$ cat src/rtl/scatter_pkt_sequencer.sv
// Orders the bias, weight and image host streams onto the single scatter packet input.
// Reports job progress, completion and protocol errors.
module scatter_pkt_sequencer #(
    parameter int NUM_PUS      = 64,
    parameter int NUM_CHANNELS = 3,
    parameter int IMG_SIZE     = 10,
    parameter int WT_ROWS      = 3,
    parameter int CNT_WIDTH    = 16
) (
    input  logic         clk,
    input  logic         rst_n,
    input  logic         start,
    input  logic         bias_valid,
    input  logic [127:0] bias_data,
    output logic         bias_ready,
    input  logic         wt_valid,
    input  logic [127:0] wt_data,
    output logic         wt_ready,
    input  logic         img_valid,
    input  logic [127:0] img_data,
    output logic         img_ready,
    output logic         out_valid,
    output logic [127:0] out_data,
    input  logic         out_ready,
    input  logic         channel_ready,
    input  logic         conv_done,
    output logic         busy,
    output logic         done,
    output logic         err,
    output logic [7:0]   cur_ch
);

    typedef enum logic [2:0] {
        ST_IDLE      = 3'd0,
        ST_BIAS      = 3'd1,
        ST_WAIT_CH   = 3'd2,
        ST_WEIGHT    = 3'd3,
        ST_IMAGE     = 3'd4,
        ST_WAIT_DONE = 3'd5,
        ST_DONE      = 3'd6
    } state_t;

    localparam logic [CNT_WIDTH-1:0] BIAS_LAST = CNT_WIDTH'(NUM_PUS - 1);
    localparam logic [CNT_WIDTH-1:0] WT_LAST   = CNT_WIDTH'(NUM_PUS * WT_ROWS - 1);
    localparam logic [CNT_WIDTH-1:0] IMG_LAST  = CNT_WIDTH'(IMG_SIZE * IMG_SIZE - 1);
    localparam logic [CNT_WIDTH-1:0] CNT_ZERO  = CNT_WIDTH'(0);
    localparam logic [CNT_WIDTH-1:0] CNT_ONE   = CNT_WIDTH'(1);
    localparam logic [7:0]           CH_LAST   = 8'(NUM_CHANNELS - 1);
    localparam logic [1:0]           TYPE_IMG  = 2'b00;
    localparam logic [1:0]           TYPE_BIAS = 2'b01;
    localparam logic [1:0]           TYPE_WT   = 2'b10;

    // Packet legality: type field must match the phase; image packets must also carry the live channel.
    function automatic logic pkt_ok(input logic [127:0] pkt, input logic [1:0] exp_type,
                                    input logic chk_ch, input logic [7:0] ch);
        logic ok_v;
        ok_v = (pkt[127:126] == exp_type);
        if (chk_ch) begin
            ok_v = ok_v && (pkt[111:104] == ch);
        end else begin
            ok_v = ok_v;
        end
        return ok_v;
    endfunction

    state_t                 state_r, state_s;
    logic [CNT_WIDTH-1:0]   cnt_r, cnt_s;
    logic [7:0]             cur_ch_r, cur_ch_s;
    logic                   err_r, err_s;
    logic                   out_valid_r, out_valid_s;
    logic [127:0]           out_data_r, out_data_s;
    logic                   busy_r, done_r;

    logic                   space_s;
    logic                   sel_valid_s;
    logic [127:0]           sel_data_s;
    logic [1:0]             exp_type_s;
    logic                   chk_ch_s;
    logic [CNT_WIDTH-1:0]   last_s;
    logic                   accept_s;
    logic                   good_s;

    // Phase stream selection: which source is granted, what it must look like, and its burst length.
    always_comb begin
        sel_valid_s = 1'b0;
        sel_data_s  = 128'd0;
        exp_type_s  = TYPE_IMG;
        chk_ch_s    = 1'b0;
        last_s      = CNT_ZERO;
        case (state_r)
            ST_BIAS: begin
                sel_valid_s = bias_valid;
                sel_data_s  = bias_data;
                exp_type_s  = TYPE_BIAS;
                last_s      = BIAS_LAST;
            end
            ST_WEIGHT: begin
                sel_valid_s = wt_valid;
                sel_data_s  = wt_data;
                exp_type_s  = TYPE_WT;
                last_s      = WT_LAST;
            end
            ST_IMAGE: begin
                sel_valid_s = img_valid;
                sel_data_s  = img_data;
                exp_type_s  = TYPE_IMG;
                chk_ch_s    = 1'b1;
                last_s      = IMG_LAST;
            end
            default: begin
                sel_valid_s = 1'b0;
            end
        endcase
    end

    // The single output slot can take a packet when empty or draining this cycle.
    assign space_s    = !out_valid_r || out_ready;
    assign bias_ready = (state_r == ST_BIAS)   && space_s;
    assign wt_ready   = (state_r == ST_WEIGHT) && space_s;
    assign img_ready  = (state_r == ST_IMAGE)  && space_s;
    assign accept_s   = sel_valid_s && space_s;
    assign good_s     = accept_s && pkt_ok(sel_data_s, exp_type_s, chk_ch_s, cur_ch_r);

    // Next-state, counters, error flag and output slot update.
    always_comb begin
        state_s     = state_r;
        cnt_s       = cnt_r;
        cur_ch_s    = cur_ch_r;
        err_s       = err_r;
        out_valid_s = out_valid_r && !out_ready;
        out_data_s  = out_data_r;
        case (state_r)
            ST_IDLE: begin
                if (start) begin
                    err_s    = 1'b0;
                    cur_ch_s = 8'd0;
                    cnt_s    = CNT_ZERO;
                    state_s  = ST_BIAS;
                end else begin
                    state_s  = ST_IDLE;
                end
            end
            ST_BIAS, ST_WEIGHT, ST_IMAGE: begin
                if (accept_s && !good_s) begin
                    err_s = 1'b1;
                end else if (good_s) begin
                    out_valid_s = 1'b1;
                    out_data_s  = sel_data_s;
                    if (cnt_r == last_s) begin
                        cnt_s = CNT_ZERO;
                        if (state_r == ST_BIAS) begin
                            state_s = ST_WAIT_CH;
                        end else if (state_r == ST_WEIGHT) begin
                            state_s = ST_IMAGE;
                        end else if (cur_ch_r == CH_LAST) begin
                            state_s = ST_WAIT_DONE;
                        end else begin
                            cur_ch_s = cur_ch_r + 8'd1;
                            state_s  = ST_WAIT_CH;
                        end
                    end else begin
                        cnt_s = cnt_r + CNT_ONE;
                    end
                end else begin
                    state_s = state_r;
                end
            end
            ST_WAIT_CH: begin
                // Weights for the next channel wait until the last image packet has left.
                if (channel_ready && !out_valid_r) begin
                    state_s = ST_WEIGHT;
                end else begin
                    state_s = ST_WAIT_CH;
                end
            end
            ST_WAIT_DONE: begin
                if (conv_done) begin
                    state_s = ST_DONE;
                end else begin
                    state_s = ST_WAIT_DONE;
                end
            end
            ST_DONE: begin
                state_s = ST_IDLE;
            end
            default: begin
                state_s = ST_IDLE;
            end
        endcase
        if (conv_done && (state_r != ST_WAIT_DONE)) begin
            err_s = 1'b1;
        end else begin
            err_s = err_s;
        end
    end

    // State and datapath registers; reset discards any pending output packet.
    always_ff @(posedge clk or negedge rst_n) begin
        if (!rst_n) begin
            state_r     <= ST_IDLE;
            cnt_r       <= CNT_ZERO;
            cur_ch_r    <= 8'd0;
            err_r       <= 1'b0;
            out_valid_r <= 1'b0;
            out_data_r  <= 128'd0;
            busy_r      <= 1'b0;
            done_r      <= 1'b0;
        end else begin
            state_r     <= state_s;
            cnt_r       <= cnt_s;
            cur_ch_r    <= cur_ch_s;
            err_r       <= err_s;
            out_valid_r <= out_valid_s;
            out_data_r  <= out_data_s;
            busy_r      <= (state_s != ST_IDLE) && (state_s != ST_DONE);
            done_r      <= (state_s == ST_DONE);
        end
    end

    assign out_valid = out_valid_r;
    assign out_data  = out_data_r;
    assign cur_ch    = cur_ch_r;
    assign err       = err_r;
    assign busy      = busy_r;
    assign done      = done_r;

endmodule
$ cat config.mk
export PLATFORM = sky130hd
export DESIGN_NAME = scatter_pkt_sequencer
export DESIGN_NICKNAME = d
export VERILOG_FILES = /design/src/rtl/scatter_pkt_sequencer.sv
export SDC_FILE = /design/constraint.sdc
export NUM_CORES = 1
export LEC_CHECK = 0
export CAP_MARGIN = 20
export CORE_AREA = 2 2 210 212
export CTS_CLUSTER_SIZE = 30
export DETAILED_ROUTE_END_ITERATION = 10
export DIE_AREA = 0 0 212 214
export PLACE_DENSITY = 0.62
export SYNTH_ARGS = -nofsm -noshare
export SYNTH_HDL_FRONTEND = slang
export SYNTH_SLANG_ARGS = --single-unit
$ cat constraint.sdc
create_clock -name clk -period 3.2 [get_ports clk]
set_clock_uncertainty 0.15 [all_clocks]
set_input_delay 0.96 -clock clk [delete_from_list [all_inputs] [get_ports clk]]
set_output_delay 0.96 -clock clk [all_outputs]
set_load 0.05 [all_outputs]
==> summary.txt <==
Global routing
  – First-pass GRT wire length: 62.6 mm
  – Largest net degree at the start of global routing: 122
  – Grt ovf: 0
  – Vias in the first global route: 10,529
  – Initial antenna violation count: 5
  – Total track usage: 17.9%

Setup path
  – Crit-path max FO: 12
  – CP arrival: 2020 ps
  – CP endpoint kind: primary output
  – WS Path Type: flop to primary output
  – CP startpoint kind: flop
  – Worst EP required: 2090 ps

STA
  – Tcrit/Tclk final: 97.9%
  – Tmin final: 3130 ps
  – Worst-margin pin slew: 745 ps
  – Setup TNS: 0 ps
  – Final slew viol count: 0
  – Hold_ws: 289 ps
  – Worst slew margin: 50.3%
  – Final hold violations: 0
  – Max frequency: 0.319 GHz
  – Finish-stage setup viols: 0

Pwr
  – Leakage: 0.00714 uW
  – Pint: 5860 uW
  – Seq pwr share: 28.7%
  – P per Cell Area: 629 nW/um2
  – Total power: 10,600 uW
  – Max VDD drop: 0.446 mV
  – Net Sw Power: 4710 uW
  – Power share of the clock group: 20.4%
  – Comb pwr share: 50.8%
  – Switching share of power: 44.6%

Clock network
  – CTS tree: done
  – CTS Buffer Depth: 2
  – Clk_lat worst skew: 440 ps
  – Clock Sinks: 159
  – Root Buffer: clkbuf_16
  – Clock transition at path regs: 70 ps
  – H-tree depth: 4
  – Total CTS buffers: 17

Worst hold path
  – Worst min-delay path class: input pin to async pin

Floorplan
  – Width of the die: 212 um
  – # IOs: 536
  – Starting density of the core: 21.4%
  – Die Span Y: 214 um
  – CORE AREA: 42,900 um2
  – Core Rows: 76
  – Die ar.: 45,400 um2

Detailed routing
  – Avg Vias per Cell: 4.78
  – Final ANT Viol Nets: 0
  – First drt pass iteration count: 5
  – Drt total wl: 43.6 mm
  – WL/cell: 19.2 um
  – # DRC: 0
  – DR iter-0 viols: 650
  – Vias: 10,862

Flow run
  – Max-cap violations: 0

Final layout
  – Area Growth Syn to Fin: 83.4%
  – Fillers: 4,301
  – Register area: 3980 um2
  – Most common cell after layout, fill and taps aside: clkdlybuf4s50_1
  – Final Core Density: 39.2%
  – Layout cells sized above 1: 10.6%
  – Most frequent cells in the layout: 505 x clkdlybuf4s50_1, 157 x nand2_1, 157 x dfrtp_1
  – Design area: 16,800 um2
  – # nets final: 2,066
  – Multi-input gate area: 5040 um2

Synthesis
  – Yosys cell types: 61
  – Syn avg cell area: 8.15 um2
  – Synth warn: 0
  – Area contributors post-synth: dfrtp_1 43%, a22oi_1 9.8%, o21ai_0 7.3%
  – Syn nets: 1,521
  – EDFF count, synth: 0
  – Yosys reg bits: 159
  – Register area share after synthesis: 43.4%
  – Area share of the largest cell type after synthesis: 43.4%
  – Fraction of registers with async set or reset after synthesis: 100%
  – Syn Inst Count: 1,125
  – Top_reg_cell synth: dfrtp_1
  – Leading area contributor after synthesis: dfrtp_1
  – Mapped Area: 9170 um2

Place
  – # port buffers: 535
  – Post-detail-place hpwl: 31.5 mm
  – Gpl congestion: 0.956
  – Area after DPL: 15,500 um2

Run status
  – Outcome: finished, final reports clean
-- flip-flops by register name, summed over array words and instances, names as in the netlist --
signal,flops
cur_ch,8
err,1
busy,1
out_data,128
out_valid,1
done,1
cnt_r,16
state_r,3
-- final cells by class --
cell class	count	area share [%]
antenna	4	0.0595
clock buffer	19	2.69
clock inverter	12	0.945
inverter	16	0.357
multi-input combinational	851	30.0
sequential	159	23.7
tap	585	4.35
timing repair buffer	625	37.9
-- cell usage after synthesis (5+ instances only) --
master    number
a21oi_1      129
dfrtp_1      159
and3_1         7
and4b_1        8
nand3_1       17
buf_1          6
nor4_1        14
nor3_1        17
clkbuf_1      65
mux2i_1        5
o31a_1        10
or3_1          8
o211ai_1       5
nand2_1      157
a31oi_1        5
nand2b_1       6
inv_1         16
a22oi_1      120
nor2_1       126
o21ai_0      134
or4_1          5
o21ai_1        7
nor4bb_1      11
buf_2         23
-- path summary, 6_finish.rpt --
kind                              start            to  slack [ps]  depth (start not counted)
min in group clk           out_data[88]  out_data[88]         330                          2
max in group asynchronous         rst_n  out_data[23]        1880                          2
min                               rst_n          busy         290                          1
min reg2reg                out_data[88]  out_data[88]         330                          2
max                          state_r[0]     img_ready          70                          6
max reg2reg                  state_r[1]     cur_ch[7]         110                          9
-- through the flow --
stage | instances | setup WS (ps)
final | 2271 | 67.9
after floorplan | 1125 | 6.94
after global routing | 2271 | -49.0
after CTS | 2258 | -16.0
after detailed placement | 2216 | -704
after global placement | 2216 | -670
-- power by group through the flow --
stage                     clock (uW)  combinational, uW  sequential (uW)
after floorplan                    0                941             5080
after global placement             0               5200             3050
after detailed placement           0               5240             3070
after CTS                       2230               5320             3030
after global routing            2320               5660             3120
final                           2160               5380             3040
-- routing by layer --
| layer | global-route usage (%) | vias to the layer above | share of wire [%] |
|---|---|---|---|
| li1 | - | 5184 | - |
| met1 | 22.3 | 5221 | 42 |
| met2 | 30.1 | 409 | 49 |
| met3 | 4.44 | 48 | 7.4 |
| met4 | 5.68 | 0 | 2.1 |
| met5 | 0 | - | 0 |
-- kinds of logic after synthesis --
group                      Yosys count  share of synthesized area [%]
AOI/OAI and AO/OA                  431                           28.4
and+or+nand+nor                    411                           21.8
DFF                                159                           43.4
buffers and inverters              116                           5.43
muxes                                5                          0.546
adders and majority gates            3                          0.409
-- worst max-delay path: stages (launching register included) --
cell	delay (ps)
dfrtp_2	410
buf_6	160
buf_6	160
or3b_4	390
buf_6	150
nor2_2	130
buf_6	180
-- timing repair --
action | CTS | global route
resized for setup | 33 | 60
hold buffers | 0 | 0
endpoints found under the setup margin | 149 | 151
pin swaps | 12 | 22
cloned | 3 | 4
setup buffers | 8 | 6
endpoints found under the hold margin | 0 | 0
Note: power is estimated with default switching activity, not from simulation.
